### src/rtl/alu_mul_sequencer.sv
// Shift-add MUL (low 32 bits) sequencer that time-shares the core's combinational ALU.
// Define ALU_MUL_EARLY_TERM_EN to stop as soon as no multiplier bits remain.
module alu_mul_sequencer #(
  parameter int unsigned ITER       = 32,
  parameter logic [3:0]  ALU_OP_ADD = 4'b0000,
  parameter logic [3:0]  ALU_OP_SLL = 4'b0111
) (
  input  logic        i_clk,
  input  logic        i_reset,
  input  logic        i_start,
  input  logic [31:0] i_multiplicand,
  input  logic [31:0] i_multiplier,
  output logic        o_busy,
  output logic        o_done,
  output logic [31:0] o_product,
  output logic [31:0] o_aluOpA,
  output logic [31:0] o_aluOpB,
  output logic [3:0]  o_aluOp,
  input  logic [31:0] i_aluData
);

  typedef enum logic [1:0] {S_IDLE, S_ADD, S_SHIFT, S_DONE} state_t;

  localparam logic [5:0] ITER_C = 6'(ITER);

  state_t      state_q, state_d;
  logic [31:0] acc_q, acc_d;
  logic [31:0] mcand_q, mcand_d;
  logic [31:0] mplier_q, mplier_d;
  logic [31:0] product_q, product_d;
  logic [5:0]  cnt_q, cnt_d;
  logic [31:0] mplier_sh;
  logic [5:0]  cnt_inc;
  logic        last;

  always_ff @(posedge i_clk) begin
    if (i_reset) begin
      state_q   <= S_IDLE;
      acc_q     <= '0;
      mcand_q   <= '0;
      mplier_q  <= '0;
      product_q <= '0;
      cnt_q     <= '0;
    end else begin
      state_q   <= state_d;
      acc_q     <= acc_d;
      mcand_q   <= mcand_d;
      mplier_q  <= mplier_d;
      product_q <= product_d;
      cnt_q     <= cnt_d;
    end
  end

  always_comb begin
    state_d   = state_q;
    acc_d     = acc_q;
    mcand_d   = mcand_q;
    mplier_d  = mplier_q;
    product_d = product_q;
    cnt_d     = cnt_q;
    o_aluOpA  = '0;
    o_aluOpB  = '0;
    o_aluOp   = ALU_OP_ADD;
    mplier_sh = mplier_q >> 1;
    cnt_inc   = cnt_q + 6'd1;
    last      = 1'b0;

    case (state_q)
      S_IDLE: begin
        if (i_start) begin
          acc_d    = '0;
          mcand_d  = i_multiplicand;
          mplier_d = i_multiplier;
          cnt_d    = '0;
`ifdef ALU_MUL_EARLY_TERM_EN
          if (i_multiplier == '0) begin
            state_d   = S_DONE;
            product_d = '0;
          end else begin
            state_d = i_multiplier[0] ? S_ADD : S_SHIFT;
          end
`else
          state_d = i_multiplier[0] ? S_ADD : S_SHIFT;
`endif
        end
      end
      S_ADD: begin
        o_aluOpA = acc_q;
        o_aluOpB = mcand_q;
        o_aluOp  = ALU_OP_ADD;
        acc_d    = i_aluData;
        state_d  = S_SHIFT;
      end
      S_SHIFT: begin
        o_aluOpA = mcand_q;
        o_aluOpB = 32'd1;
        o_aluOp  = ALU_OP_SLL;
        mcand_d  = i_aluData;
        mplier_d = mplier_sh;
        cnt_d    = cnt_inc;
        last     = (cnt_inc == ITER_C);
`ifdef ALU_MUL_EARLY_TERM_EN
        last     = last || (mplier_sh == '0);
`endif
        // acc is already final here: every ADD precedes its SHIFT
        if (last) begin
          state_d   = S_DONE;
          product_d = acc_q;
        end else begin
          state_d = mplier_sh[0] ? S_ADD : S_SHIFT;
        end
      end
      S_DONE:  state_d = S_IDLE;
      default: state_d = S_IDLE;
    endcase
  end

  assign o_busy    = (state_q == S_ADD) || (state_q == S_SHIFT);
  assign o_done    = (state_q == S_DONE);
  assign o_product = product_q;

endmodule
### config.mk
export PLATFORM = sky130hd
export DESIGN_NAME = alu_mul_sequencer
export DESIGN_NICKNAME = d
export VERILOG_FILES = /design/src/rtl/alu_mul_sequencer.sv
export SDC_FILE = /design/constraint.sdc
export NUM_CORES = 1
export LEC_CHECK = 0
export BUFFER_PORTS_ARGS = -buffer_cell sky130_fd_sc_hd__buf_2
export CAP_MARGIN = 10
export CELL_PAD_IN_SITES_DETAIL_PLACEMENT = 0
export CELL_PAD_IN_SITES_GLOBAL_PLACEMENT = 1
export CORE_ASPECT_RATIO = 1.75
export CORE_MARGIN = 2
export CORE_UTILIZATION = 35
export CTS_CLUSTER_SIZE = 12
export DETAILED_ROUTE_END_ITERATION = 8
export GPL_ROUTABILITY_DRIVEN = 0
export PLACE_DENSITY = 0.82
export SYNTH_ARGS = -nofsm -noshare
export SYNTH_HDL_FRONTEND = slang
export SYNTH_SLANG_ARGS = --single-unit
### constraint.sdc
create_clock -name i_clk -period 1.65 [get_ports i_clk]
set_input_delay 0.0825 -clock i_clk [delete_from_list [all_inputs] [get_ports i_clk]]
set_output_delay 0.0825 -clock i_clk [all_outputs]
set_load 0.05 [all_outputs]
-- After elaboration in Yosys (flattened, before gate mapping)
Cells that the tools add are included.
- memory bits (read-only): 0
- memories kept: 0
- memory bits (writable): 0
- bits in latches: 0
- bits of input ports: 99
- output and inout bits: 102
- register bits: 136
- word-level logic and storage cells: 35
- equal/unequal tests: 5
- multipliers: 0
- add/subtract/negate cells: 1
- shifts and indexed selects: 0
- order comparisons: 0
- bitwise operators: 0
- divide/modulo/power cells: 0
- mux-type cells: 16
- reduce and logical (&&, ||, !) cells: 7
- operators with widths (operator ; count):
    $pmux 32 s2 ; 5
    $mux 32 ; 3
    $pmux 6 s2 ; 1
    $mux 2 ; 4
    $pmux 2 s4 ; 1
    $add 6x1->6 const B ; 1
    $eq 6x6->1 const B ; 1
    $mux 6 ; 1
    $reduce_and 2->1 ; 3
    $eq 2x2->1 const B ; 2
    $reduce_bool 2->1 ; 2
    $mux 3 ; 1
    $eq 2x1->1 const B ; 1
    $logic_not 2->1 ; 1
    $ne 2x2->1 const B ; 1
    $logic_or 1x1->1 ; 1

-- Longest topological paths before layout
- depth after elaboration: 4
- gate-level depth with buffers: 9
- mapped depth without buffers: 6

-- Worst setup path before layout
No wires, ideal clock.
- kind: register to output
- start point: register state_q[0]
- end point: output o_aluOpA[10]
- data arrival time: 2.330 ns
- path buffers: 2
- setup slack: -0.762 ns
- stages on the path, launching flop included: 7
- data required time: 1.567 ns
- cells stage by stage: dfxtp_1 > inv_1 > ha_1 > buf_2 > clkbuf_1 > a22oi_1 > nor2b_1
- longest elaborated chain between the ends: 2
- elaborated cells on any way between the ends: 3
- those cells by class: 2 x eq/ne; 1 x mux
- RTL lines (item ; RTL line ; source):
    from (decl) ; 26 ; state_t state_q, state_d;
    from (signal assigned) ; 45 ; state_q <= state_d;
    $eq 2x2->1 / $eq 2x1->1 (equally long branches) ; 68 ; case (state_q)
    $pmux 32 s2 (*) ; 68 ;
    to (decl) ; 16 ; output logic [31:0] o_aluOpA,
Mark *: on every way between the ends. The rest lies on a longest branch, timed or not.

-- Final worst setup path
- start point: register state_q[1]
- end point: output o_aluOpA[20]
Same word-level chain as after synthesis.

==> impl_metrics.yaml <==
yosys:
  yosysTopAreaCell: "dfxtp_1"
  synthTopCellsByCount: "135 x dfxtp_1, 97 x nor2_1, 95 x mux2i_1"
  synthArstFlopShare_pct: 0
  synth-edff-count: 0
  ys.flop_type: "dfxtp_1"
  yosysUniqueCellTypes: 43
  syn_area_sq_um: 6620
  synth_area_leaders: "dfxtp_1 41%, mux2i_1 14%, or2b_2 7.4%"
  synth_nets: 805
  synth_top_area_share_pct: 40.8
  synthCells: 701
  syn_area_per_cell_sq_um: 9.45
  yosysMostFrequentCell: "dfxtp_1"
  ys_seq_elements: 135
  yosysSeqAreaShare_pct: 40.8
  ys_warn_count: 0
detailed_routing:
  vias: 6663
  dr.pass1.iters: 5
  routedWlPerCell_microns: 20.6
  drt_wl_total_mm: 25.8
  ant_nets: 0
  drc: 0
  vias_per_cell: 5.33
  drt_iter0_drc: 344
grt:
  grt_pass1_wl_mm: 35.1
  grt_pass1_vias: 6498
  grt-ovfl-total: 0
  grt_max_degree: 69
  grt_usage_pct: 22.9
  antenna_found_initial: 0
status:
  violations: "setup timing"
  outcome: "complete, but fails checks"
cts:
  htreeDepth: 4
  cts.sinks: 135
  cts_tree: "done"
  clock_latency_ps: 430
  cts_root_buffer: "clkbuf_16"
  clk_pin_slew_worst_paths_ps: 70
  cts_max_path_buffers: 2
  cts_made_buffers: 17
floorplan:
  dieArea_sq_um: 20100
  ios: 201
  die_x_microns: 108
  rows: 66
  core-area_sq_um: 18600
  floorplan.die.height_microns: 186
  start_util_pct: 35.6
timing:
  setup_viol_count_final: 160
  hold_viol: 0
  rsz0062_at_grt: "yes"
  drv_slew: 0
  min_period_ps: 1980
  whs_ps: 7.47
  fmax_mhz: 506
  clock-skew-final_ps: 9.20
  worst_slack_ps: -326
  tns_ps: -34600
  period_share_pct: 120
setup_path:
  critPathArrivalTime_ps: 1890
  worst_setup_path_end_kind: "output port"
  reg2reg_to: "mplier_q[4]"
  worstSetupPathType: "register to output port"
  reg2reg_depth: 12
  cp_max_fo: 8
  cp_data_required_time_ps: 1570
  start_kind: "register"
  rr_startpoint: "state_q[0]"
  r2r_slack_ps: -290
  critPathSlowestCell: "dfxtp_2"
  crit_chain: "inv_2 > buf_6 > ha_4 > and2_4 > buf_12 > a22o_4 > buf_8"
  critPathMaxStageDelay_ps: 330
finish:
  ff_latch_area_sq_um: 2710
  instances_no_fill: 1251
  nFillCells: 1369
  final_nets: 1103
  area_growth_syn_to_layout_pct: 82.3
  drive_gt1_share_pct: 63.1
  multi_input_area_sq_um: 4960
hold_path:
  min_from: "i_multiplier[16]"
  min_to: "mplier_q[16]"
  holdPathStages: 3
  hold_path.class: "input port to register"
power_and_ir_drop:
  leakagePower_nw: 4.70
  p_per_area_nw_per_um2: 1890
  power_mw: 22.9
  vdd_drop_max_mv: 1.70
placement:
  dp.cells: 1104
  place_ws_ps: -258
  hpwlAfterDp_mm: 13.7
  io_buffers: 199
job:
  cap_violations: 0
## layout make-up
cell class	instances	area share, %
inverters	3	0.135
clock inverters	14	1.23
diodes	1	0.0207
repair buffers	347	29.1
flip-flops and latches	135	22.4
well taps	238	2.47
clock buffers	18	3.55
multi-input cells	495	41.1
## where the power goes
group | internal, mW | switching [mW] | leakage [nW]
logic | 7.05 | 6.91 | 3.32
registers | 4.11 | 0.994 | 1.11
clock network | 2.24 | 1.57 | 0.274
total | 13.4 | 9.47 | 4.70
## repair_timing
| item | in CTS | in global routing |
|---|---|---|
| buffers inserted | 25 | 31 |
| hold buffers | 47 | 0 |
| hold endpoints to repair | 46 | 0 |
| cloned | 13 | 11 |
| resized for setup | 268 | 245 |
| pin swaps | 53 | 74 |
| endpoints found under the setup margin | 202 | 201 |
## per-layer routing
layer / up-vias / track usage (%) / part of all wire [%]
li1: 3108 / - / -
met1: 3274 / 24.5 / 38
met2: 219 / 42.1 / 55
met3: 62 / 4.41 / 3.6
met4: 0 / 11.1 / 4.1
met5: - / 0 / 0
## logic make-up (layout without fill, tap and decap cells)
group	Yosys count	in the layout	synth area share, %
simple gates	246	246	21.6
compound gates	147	148	16.5
flops	135	135	40.8
mux	95	95	14.4
buf+inv	72	382	5.69
fa+ha+maj	5	5	0.944
other cells	1	2	0.0566
## sequential cells by signal (all words and copies together) (netlist names)
| signal | cells |
|---|---|
| mplier_q | 31 |
| o_product | 32 |
| state_q | 2 |
| acc_q | 32 |
| mcand_q | 32 |
| cnt_q | 6 |
## metrics by stage
stage,utilization [%],instance area (sq um)
floorplan,-,6950
global placement,44.5,8270
detailed placement,44.5,8270
CTS,58.3,10800
global route,65.0,12100
finish,65.0,12100
## placed cells by master (no fill, tap or decap), drive strengths merged, types with 2 or more instances in the layout
master         n
a21oi         10
nand2b        11
and3          31
clkinv         3
clkinvlp       4
nand2          9
dfxtp        135
inv            8
and2           5
nor2b         23
buf          291
or2b          58
nor2          98
a211oi        62
ha             5
a22o          12
nand3          2
mux2i         95
nor3           3
dlygate4sd3   47
clkbuf        27
a22oi         53
bufinv         2
o21ai          5
## worst max-delay path by stage
| stage | startpoint | to | slack [ps] | cells past startpoint |
|---|---|---|---|---|
| after floorplan | state_q[1] | o_aluOpA[10] | -10 | 6 |
| after global placement | state_q[1] | acc_q[14] | -180 | 7 |
| after detailed placement | state_q[1] | acc_q[13] | -260 | 7 |
| after CTS | state_q[1] | o_aluOpA[24] | -340 | 7 |
| after global routing | state_q[0] | o_aluOpA[27] | -370 | 7 |
| final | state_q[1] | o_aluOpA[20] | -330 | 7 |
## worst max-delay path: cells and delay by family, from the launching register on
kind                     cells  cell delay (ps)
AO/OA/AOI/OAI                1              250
flip-flops                   1              330
AND/OR/NAND/NOR              1              160
buffers and inverters        4              470
adder cells (fa/ha/maj)      1              260
Power figures use the tool's default switching activity.
